[src/rtl/timer_bank_pkg.sv]
// Shared types and defaults for the multi-channel timer bank.
// The mode encoding is shared with the single-channel timer.
package timer_bank_pkg;

    typedef enum logic [1:0] {
        MODE_OFF      = 2'd0,
        MODE_ONE_SHOT = 2'd1,
        MODE_PERIODIC = 2'd2,
        MODE_PWM      = 2'd3
    } timer_mode_t;

    localparam int DEF_NUM_CH  = 4;
    localparam int DEF_WIDTH   = 16;
    localparam int DEF_PRESC_W = 8;

    // Channel configuration at the default geometry.
    typedef struct packed {
        timer_mode_t            mode;
        logic [DEF_WIDTH-1:0]   reload;
        logic [DEF_WIDTH-1:0]   compare;
        logic [DEF_PRESC_W-1:0] presc;
    } timer_cfg_t;

    // Channel-select width; a single-channel bank still has a 1-bit select.
    function automatic int ch_idx_w(input int n);
        return (n > 1) ? $clog2(n) : 1;
    endfunction

endpackage

[src/rtl/timer_bank_if.sv]
// Configuration write port of the timer bank: one channel's fields per write.
interface timer_bank_if
    import timer_bank_pkg::*;
#(
    parameter int NUM_CH  = DEF_NUM_CH,
    parameter int WIDTH   = DEF_WIDTH,
    parameter int PRESC_W = DEF_PRESC_W
) ();

    localparam int CH_W = ch_idx_w(NUM_CH);

    logic               cfg_we;
    logic [CH_W-1:0]    cfg_ch;
    timer_mode_t        cfg_mode;
    logic [WIDTH-1:0]   cfg_reload;
    logic [WIDTH-1:0]   cfg_compare;
    logic [PRESC_W-1:0] cfg_presc;

    modport master (
        output cfg_we, cfg_ch, cfg_mode, cfg_reload, cfg_compare, cfg_presc
    );

    modport slave (
        input cfg_we, cfg_ch, cfg_mode, cfg_reload, cfg_compare, cfg_presc
    );

endinterface

[src/rtl/timer_bank_channel.sv]
// One timer channel: prescaler, down-counter, mode control, sticky irq and PWM.
// Priority on an edge: stop / write-OFF, then start, then normal counting.
module timer_channel
    import timer_bank_pkg::*;
#(
    parameter int WIDTH   = DEF_WIDTH,
    parameter int PRESC_W = DEF_PRESC_W
) (
    input  logic               clk,
    input  logic               rst_n,
    input  logic               cfg_we,
    input  timer_mode_t        cfg_mode,
    input  logic [WIDTH-1:0]   cfg_reload,
    input  logic [WIDTH-1:0]   cfg_compare,
    input  logic [PRESC_W-1:0] cfg_presc,
    input  logic               start,
    input  logic               stop,
    input  logic               irq_clr,
    output logic [WIDTH-1:0]   count,
    output logic               active,
    output logic               irq,
    output logic               pwm_out
);

    timer_mode_t        mode;
    logic [WIDTH-1:0]   reload;
    logic [WIDTH-1:0]   compare;
    logic [PRESC_W-1:0] presc;
    logic [PRESC_W-1:0] presc_cnt;

    logic off_wr;
    logic do_start;
    logic tick;
    logic expire;

    // ">=" lets a shrinking prescale value take effect without wrapping presc_cnt.
    always_comb begin
        off_wr   = cfg_we && (cfg_mode == MODE_OFF);
        do_start = start && (mode != MODE_OFF);
        tick     = active && (presc_cnt >= presc);
        expire   = tick && (count == '0) && !stop && !off_wr && !do_start;
    end

    // NOTE: state uses non-blocking assignments so every register samples pre-edge values.
    always_ff @(posedge clk or negedge rst_n) begin
        if (!rst_n) begin
            mode      <= MODE_OFF;
            reload    <= '0;
            compare   <= '0;
            presc     <= '0;
            presc_cnt <= '0;
            count     <= '0;
            active    <= 1'b0;
            irq       <= 1'b0;
        end else begin
            if (cfg_we) begin
                mode    <= cfg_mode;
                reload  <= cfg_reload;
                compare <= cfg_compare;
                presc   <= cfg_presc;
            end

            if (stop || off_wr) begin
                active <= 1'b0;
            end else if (do_start) begin
                count     <= reload;
                presc_cnt <= '0;
                active    <= 1'b1;
            end else if (active) begin
                if (tick) begin
                    presc_cnt <= '0;
                    if (count != '0)
                        count <= count - WIDTH'(1);
                    else if (mode == MODE_ONE_SHOT)
                        active <= 1'b0;
                    else
                        count <= reload;
                end else begin
                    presc_cnt <= presc_cnt + PRESC_W'(1);
                end
            end

            if (expire)
                irq <= 1'b1;
            else if (irq_clr)
                irq <= 1'b0;
        end
    end

    assign pwm_out = active && (mode == MODE_PWM) && (count < compare);

endmodule

[src/rtl/timer_bank.sv]
// Multi-channel programmable timer: decodes the config port per channel and
// packs the channel outputs (channel 0 in the LSBs).
module timer_bank
    import timer_bank_pkg::*;
#(
    parameter int NUM_CH  = DEF_NUM_CH,
    parameter int WIDTH   = DEF_WIDTH,
    parameter int PRESC_W = DEF_PRESC_W
) (
    input  logic                    clk,
    input  logic                    rst_n,
    timer_bank_if.slave             bus,
    input  logic [NUM_CH-1:0]       start,
    input  logic [NUM_CH-1:0]       stop,
    input  logic [NUM_CH-1:0]       irq_clr,
    output logic [NUM_CH*WIDTH-1:0] count,
    output logic [NUM_CH-1:0]       active,
    output logic [NUM_CH-1:0]       irq,
    output logic [NUM_CH-1:0]       pwm_out
);

    localparam int CH_W = ch_idx_w(NUM_CH);

    // Select values at or above NUM_CH match no channel, so such writes drop.
    for (genvar i = 0; i < NUM_CH; i++) begin : g_ch
        logic sel;
        assign sel = bus.cfg_we && (bus.cfg_ch == CH_W'(i));

        timer_channel #(
            .WIDTH   (WIDTH),
            .PRESC_W (PRESC_W)
        ) u_ch (
            .clk         (clk),
            .rst_n       (rst_n),
            .cfg_we      (sel),
            .cfg_mode    (bus.cfg_mode),
            .cfg_reload  (bus.cfg_reload),
            .cfg_compare (bus.cfg_compare),
            .cfg_presc   (bus.cfg_presc),
            .start       (start[i]),
            .stop        (stop[i]),
            .irq_clr     (irq_clr[i]),
            .count       (count[i*WIDTH +: WIDTH]),
            .active      (active[i]),
            .irq         (irq[i]),
            .pwm_out     (pwm_out[i])
        );
    end

endmodule

[src/flat_wrapper.sv]
// flat-port wrapper written by rule: the top's interface ports become plain ports
module timer_bank_flat import timer_bank_pkg::*;
#(
    parameter int NUM_CH  = DEF_NUM_CH,
    parameter int WIDTH   = DEF_WIDTH,
    parameter int PRESC_W = DEF_PRESC_W
)
  (clk, rst_n, start, stop, irq_clr, count, active, irq, pwm_out, bus_cfg_we, bus_cfg_ch, bus_cfg_mode, bus_cfg_reload, bus_cfg_compare, bus_cfg_presc);
  timer_bank_if #(.NUM_CH(NUM_CH), .WIDTH(WIDTH), .PRESC_W(PRESC_W)) bus_i ();
  input  logic clk;
  input  logic rst_n;
  input  logic [NUM_CH-1:0] start;
  input  logic [NUM_CH-1:0] stop;
  input  logic [NUM_CH-1:0] irq_clr;
  output logic [NUM_CH*WIDTH-1:0] count;
  output logic [NUM_CH-1:0] active;
  output logic [NUM_CH-1:0] irq;
  output logic [NUM_CH-1:0] pwm_out;
  input wire logic [$bits(bus_i.cfg_we)-1:0] bus_cfg_we;
  input wire logic [$bits(bus_i.cfg_ch)-1:0] bus_cfg_ch;
  input wire logic [$bits(bus_i.cfg_mode)-1:0] bus_cfg_mode;
  input wire logic [$bits(bus_i.cfg_reload)-1:0] bus_cfg_reload;
  input wire logic [$bits(bus_i.cfg_compare)-1:0] bus_cfg_compare;
  input wire logic [$bits(bus_i.cfg_presc)-1:0] bus_cfg_presc;
  assign bus_i.cfg_we = bus_cfg_we;
  assign bus_i.cfg_ch = bus_cfg_ch;
  assign bus_i.cfg_mode = bus_cfg_mode;
  assign bus_i.cfg_reload = bus_cfg_reload;
  assign bus_i.cfg_compare = bus_cfg_compare;
  assign bus_i.cfg_presc = bus_cfg_presc;
  timer_bank #(.NUM_CH(NUM_CH), .WIDTH(WIDTH), .PRESC_W(PRESC_W)) u_core (.clk(clk), .rst_n(rst_n), .bus(bus_i), .start(start), .stop(stop), .irq_clr(irq_clr), .count(count), .active(active), .irq(irq), .pwm_out(pwm_out));
endmodule
[config.mk]
export PLATFORM = sky130hd
export DESIGN_NAME = timer_bank_flat
export DESIGN_NICKNAME = d
export VERILOG_FILES = /design/src/rtl/timer_bank_pkg.sv /design/src/rtl/timer_bank_if.sv /design/src/rtl/timer_bank_channel.sv /design/src/rtl/timer_bank.sv /design/src/flat_wrapper.sv
export SDC_FILE = /design/constraint.sdc
export NUM_CORES = 1
export LEC_CHECK = 0
export BUFFER_PORTS_ARGS = -buffer_cell sky130_fd_sc_hd__buf_4
export CORE_ASPECT_RATIO = 0.5
export CORE_MARGIN = 1.5
export CORE_UTILIZATION = 30
export CTS_CLUSTER_SIZE = 20
export DETAILED_ROUTE_END_ITERATION = 16
export SYNTH_ARGS = -nofsm -noshare
export SYNTH_HDL_FRONTEND = slang
export SYNTH_SLANG_ARGS = --single-unit
[constraint.sdc]
create_clock -name clk -period 3.05 [get_ports clk]
set_clock_uncertainty 0.05 [all_clocks]
set_input_delay 0.305 -clock clk [delete_from_list [all_inputs] [get_ports clk]]
set_output_delay 0.305 -clock clk [all_outputs]
set_load 0.03 [all_outputs]
[Word level (Yosys, flattened, before mapping)]
Index checks and enable logic that the tools add are counted.
Word-level totals
  output and inout port bits: 76
  input port bits: 59
  word-level logic and storage cells: 221
  bits in registers: 272
Operators by class
  multiplexer cells: 64
  $lt $le $gt $ge: 8
  $add $sub $neg: 8
  equality and inequality tests: 15
  reductions and logical operators: 90
  bitwise operators: 4
Operators by type and width (number)
  16-bit 2-to-1 mux: 20
  8-bit 2-to-1 mux: 12
  16-bit logical NOT: 4
  16-bit less-than comparator: 4
  16-bit nonzero test: 4
  16-bit by 1-bit subtractor with 16-bit output (second input constant): 4
  1-bit logical AND: 40
  8-bit by 1-bit adder with 8-bit output (second input constant): 4
  8-bit >= comparator: 4
  1-bit 2-to-1 mux: 32
  2-bit nonzero test: 16
  4-bit AND reduction: 4
  2-bit equality test (second input constant): 6
  1-bit logical NOT: 12
  3-bit != test (second input constant): 4
  2-bit by 1-bit equality test with 1-bit output (second input constant): 5
  2-bit AND reduction: 4
  2-bit logical NOT: 2
  1-bit logical OR: 4
  1-bit NOT: 4

[Longest topological paths before layout]
Gate-level depths: netlist (run 1).
  depth in word-level cells: 7
  depth in mapped cells: 10
  depth with buffers taken out: 9

[Cells and area by module]
A second synthesis (run 1) with hierarchy kept.
Unflattened totals
  cell total of the unflattened synthesis: 1531
  area total of the unflattened synthesis: 15026.9 um^2
By module, submodules not included
  timer_channel at u_core.g_ch[0].u_ch ...: times used 3, area each 3752.3 um^2, cells an instance 381
  timer_channel at u_core.g_ch[3].u_ch: times used 1, area each 3732.3 um^2, cells an instance 384
  timer_bank: times used 1, area each 37.5 um^2, cells an instance 4

[Worst setup path after synthesis (run 1)]
OpenSTA, ideal clock, no wires.
  kind: reg-to-reg
  start: reg u_core.g_ch[1].u_ch.count[7]
  end: reg u_core.g_ch[1].u_ch.count[0]
  setup time: 0.121 ns
  cell stages (with the launch flop): 10
  arrival time: 2.502 ns
  slack: 0.377 ns
  path buffers: 2
  clock period less this slack: 2.673 ns
  cells stage by stage: dfrtp_1 or3_1 buf_2 or4_4 or4_4 o221ai_2 buf_6 nor3_1 a21oi_1 nand2_1
On the way
  cells in the longest elaborated chain, start to end: 5
  elaborated cells between the ends (all ways): 7
  classes of those cells: eq/ne: 1; mux: 4; reduce/logical: 2
RTL lines
  from (decl): RTL line timer_bank_channel.sv:19  | output logic [WIDTH-1:0] count,
  from (signal assigned): RTL line timer_bank_channel.sv:66  | count <= reload;
  from (signal assigned): RTL line timer_bank_channel.sv:73  | count <= count - WIDTH'(1);
  from (signal assigned): RTL line timer_bank_channel.sv:77  | count <= reload;
  16-bit nonzero test (*): RTL line timer_bank_channel.sv:72  | if (count != '0)
  16-bit 2-to-1 mux: RTL line timer_bank_channel.sv:72
  16-bit 2-to-1 mux: RTL line timer_bank_channel.sv:70  | if (tick) begin
  16-bit 2-to-1 mux: RTL line timer_bank_channel.sv:69  | end else if (active) begin
  16-bit 2-to-1 mux: RTL line timer_bank_channel.sv:65  | end else if (do_start) begin
Every way passes the cells marked *; elsewhere a longest branch is shown, timed or not. The select of a mux whose other input is x is not followed.
A chain may end at the register's enable or synchronous reset.

[Worst setup path after layout (run 1)]
  start: reg u_core.g_ch[1].u_ch.count[1]
  end: out pwm_out[1]
On the way
  cells in the longest elaborated chain, start to end: 2
RTL lines
  16-bit less-than comparator: RTL line timer_bank_channel.sv:90  | assign pwm_out = active && (mode == MODE_PWM) && (count < compare);
  1-bit logical AND: RTL line timer_bank_channel.sv:90
  to (decl): RTL line flat_wrapper.sv:18  | output logic [NUM_CH-1:0] pwm_out;
Every way passes these cells.

==> metrics.md, run 1 <==
| Metric | Value |
|---|---|
| Total number of vias | 11400 |
| Post-synth top area share | 46.9% |
| Clock slew at the register clock pins of the worst setup and hold paths | 0.06 ns |
| Drt pass-1 iters | 5 |
| DRT iter0 DRCs | 793 |
| Commonest non-fill, non-tap cell in the layout | dfrtp_1 |
| CTS tree | built |
| CP Buf/Inv Count | 1 |
| Async SR Flop Fraction | 100% |
| Nets | 1768 |
| R2R cell count | 7 |
| Synthesis-to-layout area growth | 21.9% |
| Critical Path AT | 2.59 ns |
| Slew HR | 28.9% |
| Largest stage delay on the critical path | 0.44 ns |
| Final setup fails | 0 |
| Max-Cap Viols | 0 |
| Worst EP required | 2.69 ns |
| Yosys top cell by area | dfrtp_1 |
| Fin Hold WS | 0.00558 ns |
| Unique masters post-synth | 62 |
| CP endpoint kind | output pin |
| EDFF count, synth | 0 |
| Worst skew pair latency | 0.58 ns |
| Total CTS buffers | 30 |
| CP max stage cell | dfrtp_1 |
| Synth Cell Area | 14500 um2 |
| Clock Tree Root | clkbuf_16 |
| Mean Syn Cell Area | 10.1 um2 |
| Setup_tns | 0 ns |
| F_max | 340 MHz |
| GPL Wtd Cong | 0.834 |
| Maximum vdd drop | 0.434 mV |
| Worst slew pin tran | 1.06 ns |
| Fin area | 17700 um2 |
| H-Tree Depth | 1 |
| WHS Path Cells | 3 |
| Post-synth top flop | dfrtp_1 |
| Initial antenna violation count | 6 |
| Register bit total from synthesis | 272 |
| IO Pins | 135 |
| Hold Vio Cnt, Final | 0 |
| # DRC | 0 |
| Synth area leaders | dfrtp_1 (47%), mux2_2 (9.6%), ha_1 (9.0%) |
| Worst min-delay path startpoint | bus_cfg_presc[4] |
| Starting density of the core | 30.7% |
| Post-synthesis cell count | 1437 |
| IO buf count | 134 |
| Largest net degree at the start of global routing | 78 |
| Startpoint types | register |
| Most frequent cells in the layout | dfrtp_1 (271), buf_4 (163), o21ai_0 (133), mux2_2 (124), inv_1 (115) |
| R2r setup slk | 0.30 ns |
| Layout cells sized above 1 | 22.8% |
| Status | complete, no violations |
| Die X | 314 um |
| Hold WC Path Type | input pin to register |
| P_leak | 0.00808 uW |
| Sink Count | 272 |
| FF-to-FF End | u_core.g_ch[2].u_ch.count[10] |
| Setup CP Type | register to output pin |
| Placeable Area | 47300 um2 |
| Fill count | 4719 |
| Crit-path cells | ha_1, a21o_1, a211oi_2, o31a_1, o211ai_1, a31o_2, a21oi_2, buf_6 |
| Period utilization | 96.5% |
| Vias in the first global route | 10700 |
| Register area share after synthesis | 46.9% |
| Detailed Route WL | 41.4 mm |
| Post-DP Area | 16300 um2 |
| FP Rows | 56 |
| RSZ-0062 raised after global routing | false |
| WHS Endpoint | u_core.g_ch[1].u_ch.presc[4] |
| Die area | 49800 um2 |
| Pwr dens | 835 nW/um2 |
| Net Count, Synth | 1600 |
| Tmin final | 2.94 ns |
| FF-to-FF Start | u_core.g_ch[2].u_ch.count[11] |
| Yosys warning count | 0 |
| Critical path's top delay family | compound AO/OA/AOI/OAI gates |
| DRT antenna net count | 0 |
| Crit Path Max Fanout | 4 |
| DR WL/cell | 18.3 um |
| Vias per inst | 5.02 |
| CTS max path bufs | 3 |
| GR Overflow Total | 0 |
| Total global-route track usage | 16.6% |
| Slew Limit Fails | 0 |
| First-pass GRT wire length | 63.4 mm |
| DP Wirelength | 28.9 mm |
| Die span in y | 158 um |
[registers in the layout (all words and copies together), names as in the netlist]
register	cells
u_core.g_ch.u_ch.mode	8
u_core.g_ch.u_ch.count	64
u_core.g_ch.u_ch.presc	32
u_core.g_ch.u_ch.compare	64
u_core.g_ch.u_ch.reload	64
u_core.g_ch.u_ch.active	4
u_core.g_ch.u_ch.presc_cnt	32
u_core.g_ch.u_ch.irq	4
[power by group]
part / leakage, uW / switching [uW] / internal [uW] / total [uW]
logic: 0.00424 / 3050 / 2220 / 5270
clock network: 0.000523 / 1520 / 2360 / 3880
registers: 0.00332 / 1110 / 4510 / 5620
[final cells by class]
cell class,count,area [um2],area share (%)
multi-input cells,988,6980,39.5
flip-flops and latches,272,6810,38.5
repair buffers,198,1620,9.16
clock buffers,38,842,4.76
well taps,638,798,4.51
inverters,115,432,2.44
clock inverters,14,206,1.17
diodes,1,2.50,0.0141
[worst max-delay path by stage]
stage / start / to / slack [ns] / cells past startpoint
after CTS: u_core.g_ch[3].u_ch.count[1] / pwm_out[3] / 0.00005 / 8
after detailed placement: u_core.g_ch[1].u_ch.count[8] / u_core.g_ch[1].u_ch.count[5] / 0.33 / 7
after global placement: u_core.g_ch[1].u_ch.count[9] / u_core.g_ch[1].u_ch.count[1] / 0.42 / 7
after global routing: u_core.g_ch[1].u_ch.count[4] / pwm_out[1] / 0.002 / 9
final: u_core.g_ch[1].u_ch.count[1] / pwm_out[1] / 0.11 / 8
after floorplan: u_core.g_ch[1].u_ch.count[7] / u_core.g_ch[1].u_ch.count[0] / 0.38 / 9
[through the flow]
stage / instances / util, % / power [uW] / setup WS (ns)
floorplan: 1437 / - / 8800 / 0.377
global placement: 2179 / 34.4 / 10700 / 0.418
detailed placement: 2179 / 34.4 / 10800 / 0.333
CTS: 2261 / 37.3 / 14800 / 0.0000497
global route: 2263 / 37.4 / 15700 / 0.00210
finish: 2264 / 37.4 / 14800 / 0.107
[cells in the mapped netlist (3+ instances only)]
| library cell | number |
|---|---|
| o21ai_0 | 134 |
| inv_1 | 115 |
| nand2_1 | 85 |
| and3_1 | 12 |
| o31ai_1 | 3 |
| a21oi_1 | 105 |
| and4_1 | 3 |
| a22oi_1 | 7 |
| nor3_1 | 37 |
| buf_6 | 3 |
| nand3_1 | 41 |
| nor4_2 | 3 |
| o21ai_1 | 19 |
| nand2b_1 | 15 |
| clkbuf_1 | 30 |
| a221oi_1 | 6 |
| nor4_1 | 8 |
| nor2b_1 | 3 |
| o2bb2ai_1 | 7 |
| a21o_1 | 29 |
| buf_1 | 3 |
| dfrtp_1 | 272 |
| ha_1 | 104 |
| or4_4 | 3 |
| buf_2 | 8 |
| mux2_2 | 124 |
| nand4b_1 | 8 |
| nand4_1 | 23 |
| xor2_1 | 19 |
| o211ai_1 | 9 |
| o21a_1 | 8 |
| or2_2 | 4 |
| or3_1 | 13 |
| a31oi_1 | 9 |
| nor3b_1 | 7 |
| a2bb2oi_1 | 5 |
| o22ai_1 | 5 |
| a211oi_1 | 9 |
| buf_4 | 18 |
| nor2_1 | 91 |
[worst register-to-register path: stages (launching register included)]
cell	delay, ns
dfrtp_1	0.42
or3_1	0.41
or4_1	0.52
nor4_2	0.43
a2bb2oi_1	0.16
o311a_1	0.33
a21oi_1	0.23
a21oi_1	0.06
[cell families after synthesis]
group,synth area share (%)
AO/OA/AOI/OAI,15.1
AND/OR/NAND/NOR,12.7
flip-flops,46.9
buffers and inverters,5.27
multiplexers,9.77
adder cells (fa/ha/maj),8.97
XOR/XNOR,1.27
[per-layer routing]
metal	GRT usage, %	wire length, um	up-vias
met4	7.38	1860	0
met5	0	0	-
met1	21.1	18100	5582
li1	-	-	5464
met2	28.4	19900	243
met3	2.33	1580	83
[what timing repair did]
item | CTS | global route
gates resized for setup | 3 | 6
endpoints found under the hold margin | 130 | 0
setup endpoints to repair | 2 | 4
hold buffers | 29 | 0
pin swaps | 0 | 4
buffers inserted | 1 | 2
No activity file was read; power rests on OpenSTA's default activity.
==> run 2: changes to the inputs <==
--- a/config.mk
+++ b/config.mk
@@ -6,11 +6,15 @@
 export NUM_CORES = 1
 export LEC_CHECK = 0
 export BUFFER_PORTS_ARGS = -buffer_cell sky130_fd_sc_hd__buf_4
+export CELL_PAD_IN_SITES_DETAIL_PLACEMENT = 1
+export CELL_PAD_IN_SITES_GLOBAL_PLACEMENT = 1
 export CORE_ASPECT_RATIO = 0.5
 export CORE_MARGIN = 1.5
 export CORE_UTILIZATION = 30
 export CTS_CLUSTER_SIZE = 20
 export DETAILED_ROUTE_END_ITERATION = 16
+export PLACE_DENSITY_LB_ADDON = 0.1
 export SYNTH_ARGS = -nofsm -noshare
 export SYNTH_HDL_FRONTEND = slang
+export SYNTH_HIERARCHICAL = 1
 export SYNTH_SLANG_ARGS = --single-unit
==> metrics.md, run 2 <==
| Metric | Value |
|---|---|
| CP endpoint kind | output pin |
| Post-synthesis cell count | 1531 |
| Pwr dens | 834 nW/um2 |
| H-Tree Depth | 1 |
| Largest net degree at the start of global routing | 81 |
| EDFF count, synth | 0 |
| P_leak | 0.00807 uW |
| DRT iter0 DRCs | 692 |
| Largest stage delay on the critical path | 0.46 ns |
| Clock slew at the register clock pins of the worst setup and hold paths | 0.06 ns |
| Post-synth top area share | 45.3% |
| CP startpoint | u_core/g_ch[1].u_ch/count[13] |
| First-pass GRT wire length | 80.6 mm |
| Startpoint types | register |
| FP Rows | 57 |
| Commonest non-fill, non-tap cell in the layout | dfrtp_1 |
| Layout cells sized above 1 | 20.4% |
| Unique masters post-synth | 80 |
| Async SR Flop Fraction | 100% |
| IO Pins | 135 |
| Die area | 51500 um2 |
| F_max | 345 MHz |
| Vias per inst | 5.21 |
| Placeable Area | 49000 um2 |
| Fill count | 5498 |
| Synth Cell Area | 15000 um2 |
| IO buf count | 134 |
| Inst Count DP | 2293 |
| Worst skew pair latency | 0.57 ns |
| Synth area leaders | dfrtp_1 (45%), ha_1 (8.7%), mux2_2 (5.7%) |
| Setup_tns | 0 ns |
| Register area share after synthesis | 45.3% |
| Die X | 320 um |
| Hold WC Path Type | input pin to register |
| Count leader, synth | dfrtp_1 |
| Final setup fails | 0 |
| Final non-filler cell total | 2374 |
| Detailed Route WL | 52.4 mm |
| CTS max path bufs | 3 |
| CTS tree | built |
| Vias in the first global route | 13000 |
| Yosys warning count | 6 |
| DRT antenna net count | 0 |
| Initial antenna violation count | 10 |
| Tmin final | 2.90 ns |
| Total CTS buffers | 29 |
| Total global-route track usage | 20.4% |
| FF-to-FF Start | u_core/g_ch[0].u_ch/presc_cnt[0] |
| Crit Path Max Fanout | 6 |
| RSZ-0062 raised after global routing | false |
| Critical path's top delay family | compound AO/OA/AOI/OAI gates |
| Crit-path cells | ha_1, a21o_1, a21o_1, a2111oi_4, o21ai_0, o21ai_1, buf_4 |
| DP Wirelength | 38.9 mm |
| Net Count, Synth | 1694 |
| Worst EP required | 2.69 ns |
| Final core utilization | 37.1% |
| Starting density of the core | 30.7% |
| Yosys top cell by area | dfrtp_1 |
| FF+latch area | 6810 um2 |
| Most frequent CP cell | a21o_1 |
| Synthesis-to-layout area growth | 20.9% |
| Nets | 1864 |
| Die span in y | 161 um |
| Setup CP Type | register to output pin |
| CP max stage cell | dfrtp_2 |
| # DRC | 0 |
| Drt pass-1 iters | 5 |
| Slew HR | 42.7% |
| Worst min-delay path startpoint | bus_cfg_compare[13] |
| Biggest regs | u_core/g_ch.u_ch/compare: 64 flops, u_core/g_ch.u_ch/count: 64 flops, u_core/g_ch.u_ch/reload: 64 flops |
| Max-Cap Viols | 0 |
| GPL Wtd Cong | 0.850 |
| CP Buf/Inv Count | 1 |
| Period utilization | 95.0% |
| Status | complete, no violations |
| Slew Limit Fails | 0 |
| Area taken by multi-input logic gates | 7540 um2 |
| DR WL/cell | 22.1 um |
| Post-synth top flop | dfrtp_1 |
| GR Overflow Total | 0 |
| Most frequent cells in the layout | dfrtp_1 (268), buf_4 (165), nand2_1 (157), inv_1 (123), o21ai_0 (123) |
| # Post-CTS Setup Buffers | 0 |
| Sink Count | 272 |
| Worst slew pin tran | 0.852 ns |
| Register bit total from synthesis | 272 |
| Critical Path AT | 2.54 ns |
| Maximum vdd drop | 0.332 mV |
| Clock Tree Root | clkbuf_16 |
| Top post-synthesis cells by count | dfrtp_1 (272), nand2_1 (157), o21ai_0 (125) |
| Mean Syn Cell Area | 9.82 um2 |
| Total number of vias | 12400 |
| Hold Vio Cnt, Final | 0 |
## run 2: cells by family (layout without fill, tap and decap cells)
kind of cell / count (synthesis) / in the layout / share of synthesized area, %
buffers and inverters: 179 / 370 / 4.95
XOR/XNOR: 22 / 22 / 1.28
adder cells (fa/ha/maj): 104 / 104 / 8.66
multiplexers: 84 / 84 / 6.29
AO/OA/AOI/OAI: 424 / 424 / 18.4
other: 0 / 3 / 0
flip-flops: 272 / 272 / 45.3
AND/OR/NAND/NOR: 446 / 446 / 15.2
## run 2: worst reg2reg max path: cells and delay by family, from the launching register on
family | cells | cell delay, ns
adders and majority gates | 1 | 0.26
buffers and inverters | 1 | 0.07
and+or+nand+nor | 2 | 0.65
AOI/OAI and AO/OA | 4 | 1.13
DFF | 1 | 0.42
## run 2: cell type report
class,instances,area share (%)
diodes,3,0.0413
clock buffers,43,4.56
clock inverters,9,0.682
inverters,123,2.54
multi-input cells,1080,41.5
flip-flops and latches,272,37.5
well taps,649,4.47
repair buffers,195,8.67
## run 2: per-layer routing
layer  share of wire, %  track usage [%]  vias to the layer above
met4                2.1             4.50                        0
met2                 45             32.2                      184
met5                  0                0                        -
li1                   -                -                     5804
met3                3.1             2.14                       58
met1                 50             29.9                     6320
## run 2: power by group
| part | leakage, uW | total [uW] | switching [uW] | internal [uW] |
|---|---|---|---|---|
| clock | 0.000470 | 3670 | 1550 | 2120 |
| sequential | 0.00335 | 5610 | 1140 | 4460 |
| combinational | 0.00426 | 5870 | 3520 | 2350 |
## run 2: through the flow
step / hold slack, ns / power (uW) / area (um2) / worst slack, ns
2_1_floorplan: -0.0406 / 8990 / 15000 / 0.289
3_3_place_gp: 0.313 / 11300 / 16900 / 0.450
3_5_place_dp: 0.316 / 11500 / 16900 / 0.342
4_1_cts: 0.000562 / 15200 / 18100 / 0.0120
5_1_grt: 0.0131 / 16100 / 18200 / 0.00745
6_report: 0.0262 / 15100 / 18200 / 0.152
## run 2: path summary, 6_finish.rpt
check | end | slack [ns] | cells after the start
setup / recovery | pwm_out[1] | 0.15 | 7
hold / removal | u_core/g_ch[2].u_ch/compare[13] | 0.03 | 3
setup reg to reg | u_core/g_ch[0].u_ch/count[2] | 0.32 | 8
hold reg to reg | u_core/g_ch[3].u_ch/reload[15] | 0.45 | 1
max in group asynchronous | u_core/g_ch[2].u_ch/count[6] | 1.74 | 3
min in group asynchronous | u_core/g_ch[3].u_ch/count[11] | 0.29 | 2
## run 2: repair_timing
item / in CTS / in global routing
setup endpoints to repair: 3 / 4
hold buffers: 26 / 0
resized for setup: 5 / 12
endpoints found under the hold margin: 133 / 0
==> run 3: changes to the inputs <==
--- a/config.mk
+++ b/config.mk
@@ -9,8 +9,7 @@
 export CELL_PAD_IN_SITES_DETAIL_PLACEMENT = 1
 export CELL_PAD_IN_SITES_GLOBAL_PLACEMENT = 1
 export CORE_ASPECT_RATIO = 0.5
-export CORE_MARGIN = 1.5
-export CORE_UTILIZATION = 30
+export CORE_UTILIZATION = 42
 export CTS_CLUSTER_SIZE = 20
 export DETAILED_ROUTE_END_ITERATION = 16
 export PLACE_DENSITY_LB_ADDON = 0.1
==> metrics.md, run 3 (same netlist as run 2, synthesis figures left out) <==
| Metric | Value |
|---|---|
| H-Tree Depth | 1 |
| Worst slew pin tran | 0.833 ns |
| RSZ-0062 raised after global routing | true |
| Worst EP required | 2.69 ns |
| Detailed Route WL | 50.7 mm |
| IO buf count | 134 |
| Commonest non-fill, non-tap cell in the layout | dfrtp_1 |
| Vias in the first global route | 13300 |
| Fill count | 3925 |
| CTS tree | built |
| Hold Vio Cnt, Final | 0 |
| Worst skew pair latency | 0.56 ns |
| Comb power frac | 38.6% |
| GR Overflow Total | 0 |
| Final setup fails | 0 |
| Die area | 36600 um2 |
| Inst Count DP | 2111 |
| Crit Path Max Fanout | 2 |
| Hold WC Path Type | input pin to register |
| Slew HR | 44.0% |
| Crit-path cells | ha_1, a21o_1, a21o_1, a2111oi_4, buf_4, nand2_1, o21ai_0, buf_4 |
| Met1 Track Usage GR | 37.8% |
| Met3 global-route usage | 4.71% |
| Vias per inst | 5.79 |
| Startpoint types | register |
| DP Wirelength | 35.6 mm |
| First-pass GRT wire length | 77.8 mm |
| Sink Count | 272 |
| Biggest regs | u_core/g_ch.u_ch/compare: 64 flops, u_core/g_ch.u_ch/count: 64 flops, u_core/g_ch.u_ch/reload: 64 flops |
| Largest stage delay on the critical path | 0.39 ns |
| Initial antenna violation count | 4 |
| Maximum vdd drop | 0.360 mV |
| CP endpoint kind | output pin |
| Die X | 270 um |
| Layout cells sized above 1 | 20.3% |
| R2R cell count | 8 |
| Total CTS buffers | 27 |
| Clock slew at the register clock pins of the worst setup and hold paths | 0.07 ns |
| Starting density of the core | 43.1% |
| CP max stage cell | dfrtp_1 |
| GR peak layer | met2 |
| CP Buf/Inv Count | 2 |
| IO Pins | 135 |
| Post-DP Area | 16600 um2 |
| Status | complete, no violations |
| DRT iter0 DRCs | 818 |
| Net load switching power | 6210 uW |
| Placeable Area | 34800 um2 |
| Power share of the clock group | 23.6% |
| Total global-route track usage | 27.7% |
| Critical path's top delay family | compound AO/OA/AOI/OAI gates |
| CTS max path bufs | 3 |
| GPL Wtd Cong | 0.873 |
| Final Power | 15000 uW |
| Slew Limit Fails | 0 |
| DRT antenna net count | 0 |
| Final core utilization | 51.1% |
| Pwr dens | 842 nW/um2 |
| Nets | 1850 |
| P_leak | 0.00799 uW |
| Drt pass-1 iters | 5 |
| Sw Ratio | 41.5% |
| FP Rows | 48 |
| Total number of vias | 12600 |
| Clock Tree Root | clkbuf_16 |
| Critical Path AT | 2.65 ns |
| Met2 usage | 45.4% |
| F_max | 333 MHz |
| DR WL/cell | 23.2 um |
| Fin area | 17800 um2 |
| Sequential Power Share | 37.8% |
| Critical path depth | 8 |
| Period utilization | 98.5% |
| Cell Int Power | 8760 uW |
| Setup_tns | 0 ns |
| Most frequent cells in the layout | dfrtp_1 (268), buf_4 (159), nand2_1 (157), inv_1 (123), o21ai_0 (122) |
| # DRC | 0 |
| Setup CP Type | register to output pin |
| Final non-filler cell total | 2183 |
| Die span in y | 136 um |
| Largest net degree at the start of global routing | 75 |
| Max-Cap Viols | 0 |
| WHS Path Cells | 3 |
| R2r setup slk | 0.22 ns |
| Synthesis-to-layout area growth | 18.4% |
| Tmin final | 3.00 ns |
## run 3: changes by cell type in the layout (fill, tap and decap cells not counted), moves of 2 or more
cell,delta
dlygate4sd3_1,-5
diode_2,-2
clkbuf_1,-4
clkbuf_16,-2
buf_4,-6
a221oi_2,-2
a221oi_1,+2
clkinv_2,+2
## run 3: layout make-up
class,instances,area [um2],share of cell area [%]
clock buffer,37,763,4.29
inverter,123,462,2.60
clock inverter,12,141,0.795
antenna,1,2.50,0.0141
multi-input combinational,1080,7550,42.5
timing repair buffer,183,1460,8.20
sequential,272,6810,38.3
tap,475,594,3.34
## run 3: per-stage QoR
| stage | setup slack (ns) | hold slack, ns |
|---|---|---|
| 3_3_place_gp | 0.248 | 0.280 |
| 2_1_floorplan | 0.289 | -0.0406 |
| 5_1_grt | -0.0483 | 0.00958 |
| 3_5_place_dp | 0.0652 | 0.292 |
| 4_1_cts | 0.0252 | 0.00388 |
| 6_report | 0.0450 | 0.0245 |
## run 3: timing repair
| item | 4_1_cts | 5_1_grt |
|---|---|---|
| pin swaps | 0 | 1 |
| endpoints found under the hold margin | 110 | 0 |
| hold buffers | 21 | 0 |
| buffers inserted | 1 | 0 |
| setup endpoints to repair | 4 | 4 |
| cloned | 0 | 0 |
| resized for setup | 11 | 8 |
## run 3: worst register-to-register path, delay by kind of cell, from the launching register on
family                     cells  cell delay (ns)
DFF                            1             0.42
adders and majority gates      1             0.26
and+or+nand+nor                2             0.62
buffers and inverters          1             0.07
AOI/OAI and AO/OA              4             1.29
## run 3: final timing paths
path                                             startpoint                              to
min reg2reg                  u_core/g_ch[3].u_ch/reload[15]  u_core/g_ch[3].u_ch/reload[15]
min                                        bus_cfg_presc[1]    u_core/g_ch[3].u_ch/presc[1]
max reg2reg                u_core/g_ch[0].u_ch/presc_cnt[0]    u_core/g_ch[0].u_ch/count[5]
max in group asynchronous                             rst_n   u_core/g_ch[3].u_ch/count[13]
max                           u_core/g_ch[1].u_ch/count[13]                      pwm_out[1]
min in group asynchronous                             rst_n    u_core/g_ch[2].u_ch/presc[0]
## run 3: per-layer routing
layer / vias to the layer above / part of all wire, %
li1: 5774 / -
met1: 6475 / 45
met2: 306 / 47
met3: 82 / 5.0
met4: 0 / 3.0
met5: - / 0
## run 3: power by group through the flow
stage | Sequential, uW | Combinational [uW] | Clock (uW)
finish | 5660 | 5790 | 3530
global route | 5780 | 6290 | 3720
CTS | 5640 | 5740 | 3600
detailed placement | 5700 | 5570 | 0
global placement | 5650 | 5320 | 0
floorplan | 6120 | 2870 | 0
